--- src/rtl/apb_loader_pkg.sv ---
// ---------------------------------------------------------------------------
// apb_loader_pkg
// Shared types and constants for the APB image loader.
//   loader_state_e : top-level job sequencing states
//   START_ADDR     : address of the watermark block's start register
//   FIRST_ADDR     : address that receives the first stream word
//   START_VALUE    : value written to the start register to launch a job
//   APB_WRITE      : PWRITE level; the loader only ever writes
// ---------------------------------------------------------------------------
package apb_loader_pkg;

    typedef enum logic [2:0] {
        ST_IDLE         = 3'd0,
        ST_FETCH        = 3'd1,
        ST_SETUP        = 3'd2,
        ST_ACCESS       = 3'd3,
        ST_START_SETUP  = 3'd4,
        ST_START_ACCESS = 3'd5,
        ST_WAIT_DONE    = 3'd6
    } loader_state_e;

    localparam int unsigned START_ADDR  = 0;
    localparam int unsigned FIRST_ADDR  = 1;
    localparam logic [15:0] START_VALUE = 16'h0001;
    localparam logic        APB_WRITE   = 1'b1;

endpackage

--- src/rtl/apb_write_phase.sv ---
// ---------------------------------------------------------------------------
// apb_write_phase
// Two-cycle APB write sequencer (SETUP then ACCESS). A start_i pulse loads
// address/data and opens a SETUP phase on the next cycle; the following cycle
// is ACCESS. A start_i pulse during ACCESS chains straight into a new SETUP
// so PSEL stays high across back-to-back writes. All outputs are registered.
// Ports:
//   clk, rst     : clock, asynchronous active-low reset
//   start_i      : request a write (honoured when idle or in ACCESS)
//   addr_i       : address for the requested write
//   data_i       : data for the requested write
//   psel_o       : APB PSEL
//   penable_o    : APB PENABLE
//   paddr_o      : APB PADDR (held from SETUP through ACCESS)
//   pwdata_o     : APB PWDATA (held from SETUP through ACCESS)
// ---------------------------------------------------------------------------
module apb_write_phase #(
    parameter int AW = 21,
    parameter int DW = 16
) (
    input  logic          clk,
    input  logic          rst,
    input  logic          start_i,
    input  logic [AW-1:0] addr_i,
    input  logic [DW-1:0] data_i,
    output logic          psel_o,
    output logic          penable_o,
    output logic [AW-1:0] paddr_o,
    output logic [DW-1:0] pwdata_o
);

    logic          psel_q,    psel_d;
    logic          penable_q, penable_d;
    logic [AW-1:0] paddr_q,   paddr_d;
    logic [DW-1:0] pwdata_q,  pwdata_d;

    always_comb begin
        psel_d    = psel_q;
        penable_d = penable_q;
        paddr_d   = paddr_q;
        pwdata_d  = pwdata_q;
        if (psel_q && !penable_q) begin
            // SETUP always advances to ACCESS (no PREADY on this bus)
            penable_d = 1'b1;
        end else if (start_i) begin
            psel_d    = 1'b1;
            penable_d = 1'b0;
            paddr_d   = addr_i;
            pwdata_d  = data_i;
        end else if (penable_q) begin
            psel_d    = 1'b0;
            penable_d = 1'b0;
        end
    end

    always_ff @(posedge clk or negedge rst) begin
        if (!rst) begin
            psel_q    <= 1'b0;
            penable_q <= 1'b0;
            paddr_q   <= '0;
            pwdata_q  <= '0;
        end else begin
            psel_q    <= psel_d;
            penable_q <= penable_d;
            paddr_q   <= paddr_d;
            pwdata_q  <= pwdata_d;
        end
    end

    assign psel_o    = psel_q;
    assign penable_o = penable_q;
    assign paddr_o   = paddr_q;
    assign pwdata_o  = pwdata_q;

endmodule

--- src/rtl/apb_image_loader.sv ---
// ---------------------------------------------------------------------------
// apb_image_loader
// APB requester that streams a watermarking job into the data bank (one APB
// write per stream word, addresses 0x01 upward), then writes 0x0001 to the
// start register at 0x00 and waits for Image_Done.
// Ports:
//   clk, rst        : clock, asynchronous active-low reset
//   go              : single-cycle job request, ignored while busy
//   in_valid/in_ready/in_data/in_last : word stream handshake
//   Image_Done      : job-complete level from the watermarking block
//   PADDR, PSEL, PENABLE, PWRITE, PWDATA : APB requester outputs
//   busy            : job in progress (go accepted until done)
//   done            : one-cycle pulse when Image_Done is seen after launch
//   err             : sticky address-overflow flag, cleared by next go
// ---------------------------------------------------------------------------
module apb_image_loader
    import apb_loader_pkg::*;
#(
    parameter int Amba_Word       = 16,
    parameter int Amba_Addr_Depth = 20
) (
    input  logic                   clk,
    input  logic                   rst,
    input  logic                   go,
    input  logic                   in_valid,
    input  logic [Amba_Word-1:0]   in_data,
    input  logic                   in_last,
    output logic                   in_ready,
    input  logic                   Image_Done,
    output logic [Amba_Addr_Depth:0] PADDR,
    output logic                   PSEL,
    output logic                   PENABLE,
    output logic                   PWRITE,
    output logic [Amba_Word-1:0]   PWDATA,
    output logic                   busy,
    output logic                   done,
    output logic                   err
);

    localparam int AW = Amba_Addr_Depth + 1;
    localparam int DW = Amba_Word;

    loader_state_e state_q;
    logic [AW-1:0] addr_cnt_q;
    logic          last_q;
    logic          drop_q;     // overflow seen: swallow words until in_last
    logic          busy_q;
    logic          done_q;
    logic          err_q;

    logic          accept;
    logic          data_write;
    logic          start_write;
    logic          overflow;
    loader_state_e word_state;
    logic          ph_start;
    logic [AW-1:0] ph_addr;
    logic [DW-1:0] ph_data;

    assign in_ready   = (state_q == ST_FETCH) || ((state_q == ST_ACCESS) && !last_q);
    assign accept     = in_ready && in_valid;
    assign data_write = accept && !drop_q;
    // A non-final word landing on the all-ones address is the last one that fits
    assign overflow   = data_write && (&addr_cnt_q) && !in_last;
    // Start write follows either the final data ACCESS or the dropped final word
    assign start_write = ((state_q == ST_ACCESS) && last_q) || (accept && drop_q && in_last);

    always_comb begin
        word_state = ST_SETUP;
        if (drop_q) begin
            word_state = in_last ? ST_START_SETUP : ST_FETCH;
        end
    end

    assign ph_start = data_write || start_write;
    assign ph_addr  = start_write ? AW'(START_ADDR) : addr_cnt_q;
    assign ph_data  = start_write ? DW'(START_VALUE) : in_data;

    always_ff @(posedge clk or negedge rst) begin
        if (!rst) begin
            state_q    <= ST_IDLE;
            addr_cnt_q <= AW'(FIRST_ADDR);
            last_q     <= 1'b0;
            drop_q     <= 1'b0;
            busy_q     <= 1'b0;
            done_q     <= 1'b0;
            err_q      <= 1'b0;
        end else begin
            done_q <= 1'b0;
            case (state_q)
                ST_IDLE: begin
                    if (go) begin
                        state_q    <= ST_FETCH;
                        addr_cnt_q <= AW'(FIRST_ADDR);
                        last_q     <= 1'b0;
                        drop_q     <= 1'b0;
                        busy_q     <= 1'b1;
                        err_q      <= 1'b0;
                    end
                end
                ST_FETCH, ST_ACCESS: begin
                    if ((state_q == ST_ACCESS) && last_q) begin
                        state_q <= ST_START_SETUP;
                    end else if (accept) begin
                        state_q <= word_state;
                        if (data_write) begin
                            last_q     <= in_last;
                            addr_cnt_q <= addr_cnt_q + AW'(1);
                        end
                        if (overflow) begin
                            err_q  <= 1'b1;
                            drop_q <= 1'b1;
                        end
                    end else begin
                        state_q <= ST_FETCH;
                    end
                end
                ST_SETUP:        state_q <= ST_ACCESS;
                ST_START_SETUP:  state_q <= ST_START_ACCESS;
                ST_START_ACCESS: state_q <= ST_WAIT_DONE;
                ST_WAIT_DONE: begin
                    if (Image_Done) begin
                        done_q  <= 1'b1;
                        busy_q  <= 1'b0;
                        state_q <= ST_IDLE;
                    end
                end
                default: state_q <= ST_IDLE;
            endcase
        end
    end

    apb_write_phase #(
        .AW(AW),
        .DW(DW)
    ) u_phase (
        .clk      (clk),
        .rst      (rst),
        .start_i  (ph_start),
        .addr_i   (ph_addr),
        .data_i   (ph_data),
        .psel_o   (PSEL),
        .penable_o(PENABLE),
        .paddr_o  (PADDR),
        .pwdata_o (PWDATA)
    );

    assign PWRITE = APB_WRITE;
    assign busy   = busy_q;
    assign done   = done_q;
    assign err    = err_q;

endmodule

--- config.mk ---
export PLATFORM = sky130hd
export DESIGN_NAME = apb_image_loader
export DESIGN_NICKNAME = d
export VERILOG_FILES = /design/src/rtl/apb_loader_pkg.sv /design/src/rtl/apb_write_phase.sv /design/src/rtl/apb_image_loader.sv
export SDC_FILE = /design/constraint.sdc
export NUM_CORES = 1
export LEC_CHECK = 0
export BUFFER_PORTS_ARGS = -buffer_cell sky130_fd_sc_hd__buf_4
export CAP_MARGIN = 10
export CELL_PAD_IN_SITES_DETAIL_PLACEMENT = 0
export CELL_PAD_IN_SITES_GLOBAL_PLACEMENT = 1
export CORE_AREA = 10 10 96 98
export DETAILED_ROUTE_END_ITERATION = 16
export DIE_AREA = 0 0 106 108
export MAX_ROUTING_LAYER = met4
export PLACE_DENSITY = 0.93
export SLEW_MARGIN = 20
export SYNTH_ARGS = -nofsm -noshare
export SYNTH_HDL_FRONTEND = slang
export SYNTH_SLANG_ARGS = --single-unit
--- constraint.sdc ---
create_clock -name clk -period 4.7 [get_ports clk]
set_input_delay 0 -clock clk [delete_from_list [all_inputs] [get_ports clk]]
set_output_delay 0 -clock clk [all_outputs]
set_load 0.03 [all_outputs]
Word-level counts from Yosys, hierarchy flattened
Index checks and enable logic that the tools add are counted.
- register bits after elaboration: 67
- input port bits: 22
- output and inout port bits: 44
- word-level logic and storage cells: 83
- $add $sub $neg: 1
- eq/ne operators: 12
- multiplexer cells: 31
- bitwise logic cells: 1
- reductions and logical operators: 28
- operator list (kind ; count):
    $mux W21 ; 5
    $pmux W21 S2 ; 1
    $add A21 B1 Y21 const B ; 1
    $reduce_and A21 Y1 ; 1
    $mux W3 ; 6
    $pmux W3 S6 ; 1
    $mux W16 ; 1
    $mux W1 ; 14
    $ne A2 B2 Y1 const B ; 6
    $reduce_and A5 Y1 ; 2
    $eq A3 B3 Y1 const B ; 3
    $logic_and A1 B1 Y1 ; 9
    $eq A3 B2 Y1 const B ; 2
    $pmux W1 S2 ; 3
    $reduce_and A2 Y1 ; 3
    $reduce_bool A2 Y1 ; 3
    $logic_not A1 Y1 ; 4
    $eq A3 B1 Y1 const B ; 1
    $logic_not A3 Y1 ; 1
    $logic_or A1 B1 Y1 ; 3
    $reduce_and A3 Y1 ; 1
    $reduce_or A2 Y1 ; 1
    $not A1 Y1 ; 1

Depth between registers and ports, before layout
Gate-level depths: netlist (run 1).
- depth in word-level cells: 11
- gate-level depth with buffers: 7
- depth with buffers taken out: 5

Cells and area by module
Synthesis (run 1) repeated with hierarchy kept, for this count alone.
- cells, all modules: 293
- area total of the unflattened synthesis: 3409.5 um2
- modules (own cells, without submodules) (module ; instances ; cells an instance ; area each (um2) ; seq. area each (um2)):
    apb_image_loader ; 1 ; 210 ; 1835.5 ; 701.9
    apb_write_phase ; 1 ; 83 ; 1574.0 ; 975.9

Worst setup path after synthesis (run 1)
No wires, ideal clock.
- path kind: register to register
- from: register addr_cnt_q[0]
- to: register addr_cnt_q[18]
- library setup time: 78 ps
- arrival time: 1977 ps
- required time: 4622 ps
- path slack: 2645 ps
- stages on the path, launching flop included: 7
- buffers on the path: 1
- period minus slack after synthesis: 2055 ps
- cell sequence: dfstp_2 ha_1 nand2_1 or4_1 buf_2 or4_1 a21oi_1
- cells in the longest elaborated chain, start to end: 5
- ends and longest elaborated chain (what ; line ; source):
    from (decl) ; apb_image_loader.sv:44 ; logic [AW-1:0] addr_cnt_q;
    from (signal assigned) ; apb_image_loader.sv:82 ; addr_cnt_q <= AW'(FIRST_ADDR);
    from (signal assigned) ; apb_image_loader.sv:94 ; addr_cnt_q <= AW'(FIRST_ADDR);
    from (signal assigned) ; apb_image_loader.sv:108 ; addr_cnt_q <= addr_cnt_q + AW'(1);
    $add A21 B1 Y21 ; apb_image_loader.sv:108 ;
    $mux W21 ; apb_image_loader.sv:106 ; if (data_write) begin
    $mux W21 ; apb_image_loader.sv:104 ; end else if (accept) begin
    $mux W21 ; apb_image_loader.sv:102 ; if ((state_q == ST_ACCESS) && last_q) begin
    $pmux W21 S2 ; apb_image_loader.sv:90 ; case (state_q)
Every way passes these cells. The select of a mux whose other input is x is not followed.
A chain may end at the register's enable or synchronous reset.

Worst setup path in the final report (run 1)
Same ends and word-level chain as after synthesis.

==> reports/results.txt, run 1 <==
Reg-to-reg slack, setup -> 2.52 ns
HP Class -> in2reg
Final WL -> 7.72 mm
Crit path capture type -> flop
Power Density -> 636 nW/um^2
CP max stage delay -> 0.59 ns
Slew margin rel. -> 44.9%
# Post-CTS Setup Buffers -> 0
Slew @ Worst Pin -> 0.826 ns
CTS clk-pin slew, worst paths -> 0.07 ns
Met3 WL -> 423 um
Fill cell count -> 653
Reg2reg path depth -> 5
Total Routing Usage GR -> 14.1%
Max-cap violations -> 0
Syn_nets -> 350
Period utilization -> 46.4%
Slew Limit Fails -> 0
Arrival time at the worst endpoint -> 2.45 ns
DR vias/cell -> 5.15
Number of DRC markers in iteration 0 -> 107
Post-detail-place hpwl -> 5.14 mm
Post-synth top flop -> dfrtp_1
Worst-path fanout max -> 7
CTS tree -> built
Placeable Area -> 7450 sq um
DR top layer -> met4
Routed Antenna Nets -> 0
I/O pins -> 66
H-tree Lvls -> 3
Post-Synthesis Cell Area -> 3210 sq um
Initial antenna violation count -> 0
Pre-antenna DRT Iters -> 4
Layout cell share with drive strength beyond 1 -> 22.0%
Most Frequent Cell on Critical Path -> or4_1
Kind of critical path -> reg2reg
Clock buffer depth -> 2
RSZ-0062 raised after global routing -> false
Worst Skew -> 0.00725 ns
Post-Place Cells -> 480
Crit path required time -> 4.97 ns
Site row count -> 32
Mean area per synthesized cell -> 9.81 sq um
First-pass GRT wire length -> 13.0 mm
CTS Root Cell -> clkbuf_8
Largest net degree at the start of global routing -> 68
Register area share after synthesis -> 52.3%
Post-synthesis register bit count -> 67
Met2 WL -> 3.76 mm
Num Clock Sinks -> 67
DR vias -> 2,654
Max Clock Freq -> 0.458 GHz
DIE HEIGHT -> 108 um
Gp weighted congestion -> 0.832
Critical R2R Launch -> addr_cnt_q[0]
Reg2reg end -> addr_cnt_q[18]
Die Wd -> 106 um
Post-Synthesis Cells -> 327
Setup TNS -> 0 ns
Status -> complete, no violations
Asr flop ratio synth -> 100%
Synth warn -> 0
Hold path cells -> 4
Resized Gates After CTS -> 0
# setup viols final -> 0
Crit path buffers/inverters -> 0
DRC Markers -> 0
Static leakage -> 1.93 nW
Fin. Hold Viols -> 0
GRT Residual Overflow -> 0
Synth-to-layout area growth -> 30.6%
Port Buffer Count -> 64
Worst skew pair latency -> 0.34 ns
ANT cells -> 0
Fin cells -> 515
Crit path max-delay family -> simple AND/OR/NAND/NOR gates
Worst Setup SP -> addr_cnt_q[0]
Vias in the first global route -> 2,714
IR drop worst, VDD -> 0.000214 V
Wire length on met1 -> 3.38 mm
Crit path depth -> 5
Critical Path End -> addr_cnt_q[18]
Minimum clock period -> 2.18 ns
Layout net count -> 432
Netlist cell types -> 41
Crit path max-delay cell type -> dfstp_2
Worst-path cell chain -> ha_1 > nand2_1 > or4_1 > or4_1 > a21oi_1
Setup crit start kind -> flop
Wirelength per Cell -> 15.0 um
Starting Density -> 43.1%
CTS Buf Count -> 9
Post-synth EDFFs -> 0
Die area -> 11,400 sq um
-- stage by stage --
stage / cell area, sq um / util, % / setup slack [ns] / hold WS, ns / total power, mW
6_report: 4190 / 56.3 / 2.52 / 0.0165 / 2.66
5_1_grt: 4190 / 56.3 / 2.39 / 0.0448 / 2.83
4_1_cts: 4180 / 56.1 / 2.46 / 0.0152 / 2.68
3_5_place_dp: 3790 / 50.9 / 2.48 / 0.162 / 2.19
3_3_place_gp: 3790 / 50.9 / 2.59 / 0.154 / 2.15
2_1_floorplan: 3210 / - / 2.64 / -0.296 / 1.74
-- layout make-up --
class	count	area (sq um)	share of cell area, %
Sequential cell	67	1680	40.0
Multi-Input combinational cell	202	1330	31.7
Timing Repair Buffer	88	711	17.0
Clock buffer	13	159	3.79
Inverter	41	154	3.67
Tap cell	102	128	3.05
Clock inverter	2	35.0	0.836
-- how the worst min path moves through the flow --
stage / from / end / slack, ns
final: go / state_q[0] / 0.02
after global placement: rst / u_phase.paddr_o[17] / 0.15
after floorplan: rst / addr_cnt_q[10] / -0.30
after global routing: go / state_q[0] / 0.04
after detailed placement: rst / u_phase.pwdata_o[4] / 0.16
after CTS: go / state_q[0] / 0.02
-- repair_timing --
action | 4_1_cts | 5_1_grt
endpoints found under the hold margin | 87 | 0
setup endpoints to repair | 0 | 0
hold buffers | 20 | 0
-- state kept, by name, summed over array words and instances (netlist names) --
name / count
u_phase.paddr_o: 21
u_phase.pwdata_o: 16
state_q: 3
done: 1
u_phase.psel_o: 1
err: 1
u_phase.penable_o: 1
busy: 1
addr_cnt_q: 21
last_q: 1
-- power by group --
| group | switching, mW | internal, mW |
|---|---|---|
| Sequential | 0.164 | 0.785 |
| Clock | 0.211 | 0.271 |
| Combinational | 0.770 | 0.464 |
-- Yosys cell counts, types with 5 or more instances --
library cell	n	area share, %
dfrtp_1	66	51
nand2_1	51	6.0
inv_1	41	4.8
mux2i_1	37	12
a21oi_1	17	2.7
or4_1	15	3.5
o31ai_1	12	2.8
nand3_1	11	1.7
nor2_1	9	1.1
clkbuf_1	8	0.94
o21ai_0	8	1.2
buf_2	6	0.94
nand4_1	5	0.97
-- cell usage in the layout (no fill, tap or decap), types with 3 or more instances in the layout --
master         Yosys  routed
clkbuf_8           0      11
o21ai_0            8       7
nor2b_1            3       3
nand4_1            5       5
nand2_1           51      51
inv_1             41      41
dfrtp_1           66      66
or4_1             15      15
nand2b_1           3       3
nor2_1             9       9
dlygate4sd3_1      0      20
a21oi_1           17      17
mux2i_1           37      37
o31ai_1           12      12
or3_1              4       4
nand3_1           11      11
buf_4              1      68
-- metal layers --
metal,vias to the layer above,track usage (%)
li1,1285,-
met4,0,6.58
met3,13,3.45
met5,-,-
met1,1283,17.0
met2,73,21.9
-- logic make-up after synthesis --
kind of cell,Yosys count,share of synthesized area [%]
buf+inv,58,7.13
mux,39,12.2
flops,67,52.3
simple gates,114,18.6
fa+ha+maj,1,0.390
compound gates,47,9.20
other cells,1,0.117
-- worst min-delay path: cells and delay by family --
family | cells | cell delay (ns)
and+or+nand+nor | 2 | 0.13
AOI/OAI and AO/OA | 1 | 0.10
buffers and inverters | 1 | 0.09
Note: power is estimated with default switching activity, not from simulation.
==> run 2: changes to the inputs <==
Settings changed: ABC_AREA set to 1, CORE_AREA 10 10 96 98 to 10 10 108 110, DIE_AREA 0 0 106 108 to 0 0 118 120, PLACE_DENSITY 0.93 to 0.85.
Clock period 4.7 ns to 2 ns, I/O delays scaled along.
==> reports/results.txt, run 2 <==
Post-detail-place hpwl -> 6.19 mm
Static leakage -> 2.08 nW
Multi-input gate area -> 1480 sq um
DIE HEIGHT -> 120 um
Placeable Area -> 9550 sq um
Site row count -> 36
Worst-path cell chain -> ha_1 > nand3_1 > nor2_1 > nand4_1 > nand4_1 > o21ai_0
Starting Density -> 36.1%
Post-synth EDFFs -> 0
Pre-antenna DRT Iters -> 4
Max Clock Freq -> 0.629 GHz
I/O pins -> 66
CP max stage delay -> 0.59 ns
Period utilization -> 79.5%
Layout net count -> 529
Fill cell count -> 962
Hold path cells -> 5
Layout cell share with drive strength beyond 1 -> 22.9%
CTS Buf Count -> 9
Initial antenna violation count -> 0
Gp weighted congestion -> 0.880
Setup TNS -> 0 ns
Most Frequent Cell on Critical Path -> nand4_1
Routed Antenna Nets -> 0
Worst-path fanout max -> 7
Crit path max-delay cell type -> dfstp_2
CTS Root Cell -> clkbuf_8
CTS clk-pin slew, worst paths -> 0.07 ns
Power Total -> 5.47 mW
DR vias/cell -> 4.73
Reg2reg end -> addr_cnt_q[14]
Cell taking the most area after synthesis -> dfrtp_1
Placed cell areas -> 4020 sq um
WHS Endpoint -> err
Num Clock Sinks -> 67
Fin area -> 4390 sq um
Fin. Hold Viols -> 0
Reg2reg path depth -> 6
Crit path capture type -> flop
Hold path start -> in_valid
# setup viols final -> 0
Util after Layout -> 46.0%
Critical R2R Launch -> addr_cnt_q[0]
GRT Residual Overflow -> 0
Post-Synthesis Cells -> 426
H-tree Lvls -> 3
Mean area per synthesized cell -> 8.08 sq um
Slew @ Worst Pin -> 0.840 ns
Synth-to-layout area growth -> 27.5%
Status -> complete, no violations
Crit path buffers/inverters -> 0
DRC Markers -> 0
HP Class -> in2reg
Max-cap violations -> 0
Clock buffer depth -> 2
Crit path required time -> 2.22 ns
Wirelength per Cell -> 13.9 um
Setup crit start kind -> flop
Asr flop ratio synth -> 100%
Number of DRC markers in iteration 0 -> 239
Largest net degree at the start of global routing -> 76
Commonest non-fill, non-tap cells in the layout -> 118 x nand2_1, 70 x buf_4, 66 x dfrtp_1, 60 x nand3_1, 31 x nor2_1
Syn_nets -> 449
Commonest cells post-synth -> 118 x nand2_1, 66 x dfrtp_1, 60 x nand3_1
ANT cells -> 0
IR drop worst, VDD -> 0.000778 V
DR vias -> 3,049
Synth area leaders -> dfrtp_1 48%, nand2_1 13%, nand3_1 8.7%, o21ai_2 5.1%, nor2_1 3.4%
Minimum clock period -> 1.59 ns
Die Wd -> 118 um
Register Area -> 1680 sq um
Slew margin rel. -> 44.0%
# Post-CTS Setup Buffers -> 0
Most common cell after layout, fill and taps aside -> nand2_1
Reg-to-reg slack, setup -> 0.41 ns
Final WL -> 8.95 mm
Power Density -> 1250 nW/um^2
Total Routing Usage GR -> 13.4%
Resized Gates After CTS -> 0
Arrival time at the worst endpoint -> 1.81 ns
Post-Synthesis Cell Area -> 3440 sq um
Most frequent cell after synthesis -> nand2_1
Share of the synthesized area in the top cell type -> 48.0%
Worst skew pair latency -> 0.34 ns
Die area -> 14,200 sq um
First-pass GRT wire length -> 15.6 mm
Port Buffer Count -> 64
RSZ-0062 raised after global routing -> false
Post-synth top flop -> dfrtp_1
Slew Limit Fails -> 0
CTS tree -> built
Register area share after synthesis -> 48.7%
Synth warn -> 0
Vias in the first global route -> 3,100
Worst hold margin -> 0.109 ns
Post-synthesis register bit count -> 67
Crit path max-delay family -> simple AND/OR/NAND/NOR gates
Worst Skew -> 0.00749 ns
Kind of critical path -> reg2reg
Netlist cell types -> 29
==> run 2: cell types whose count changed after synthesis, sizes merged, moves of 15 or more <==
cell | before | now
or4 | 15 | 0
nor2 | 9 | 34
o21ai | 8 | 56
nand2 | 51 | 121
nand3 | 11 | 60
mux2i | 37 | 0
==> run 2: how the worst max path moves through the flow <==
stage	from	end	slack, ns	depth (start not counted)
floorplan	addr_cnt_q[0]	addr_cnt_q[16]	0.40	8
CTS	addr_cnt_q[0]	err	0.42	7
global route	state_q[0]	addr_cnt_q[5]	0.22	8
finish	addr_cnt_q[0]	addr_cnt_q[14]	0.41	6
detailed placement	addr_cnt_q[0]	err	0.43	7
global placement	addr_cnt_q[0]	err	0.46	7
==> run 2: cell families after synthesis <==
family / share of synthesized area (%)
AO/OA/AOI/OAI: 11.7
other: 0.109
adder cells (fa/ha/maj): 0.363
AND/OR/NAND/NOR: 30.8
flip-flops: 48.7
buffers and inverters: 8.32
==> run 2: worst min-delay path, delay by kind of cell <==
family,cells,cell delay (ns)
compound gates,1,0.07
buf+inv,2,0.19
simple gates,2,0.13
==> run 2: routing by layer <==
layer  part of all wire (%)  global-route usage, %
met1                     47                   17.2
met2                     47                   21.0
met3                    4.1                   1.97
met4                    1.4                   5.10
met5                      0                      -
==> run 2: metrics by stage <==
step | worst slack [ns] | cells
after detailed placement | 0.430 | 609
final | 0.411 | 644
after CTS | 0.415 | 644
after global placement | 0.463 | 609
after global routing | 0.217 | 644
after floorplan | 0.397 | 426
==> run 2: timing repair <==
item / CTS / global route
hold buffers: 19 / 0
endpoints found under the hold margin: 86 / 0
setup endpoints to repair: 0 / 0
==> run 2: power by group <==
group	total [mW]	switching, mW	internal [mW]
Combinational	2.50	1.70	0.803
Clock	1.09	0.514	0.573
Sequential	1.88	0.223	1.66
Total	5.47	2.43	3.04
==> run 2: area by class of cell <==
| type | count | area share [%] |
|---|---|---|
| clock inverters | 5 | 1.23 |
| well taps | 133 | 3.79 |
| clock buffers | 11 | 2.99 |
| repair buffers | 91 | 17.2 |
| flip-flops and latches | 67 | 38.2 |
| inverters | 34 | 2.91 |
| multi-input cells | 303 | 33.7 |
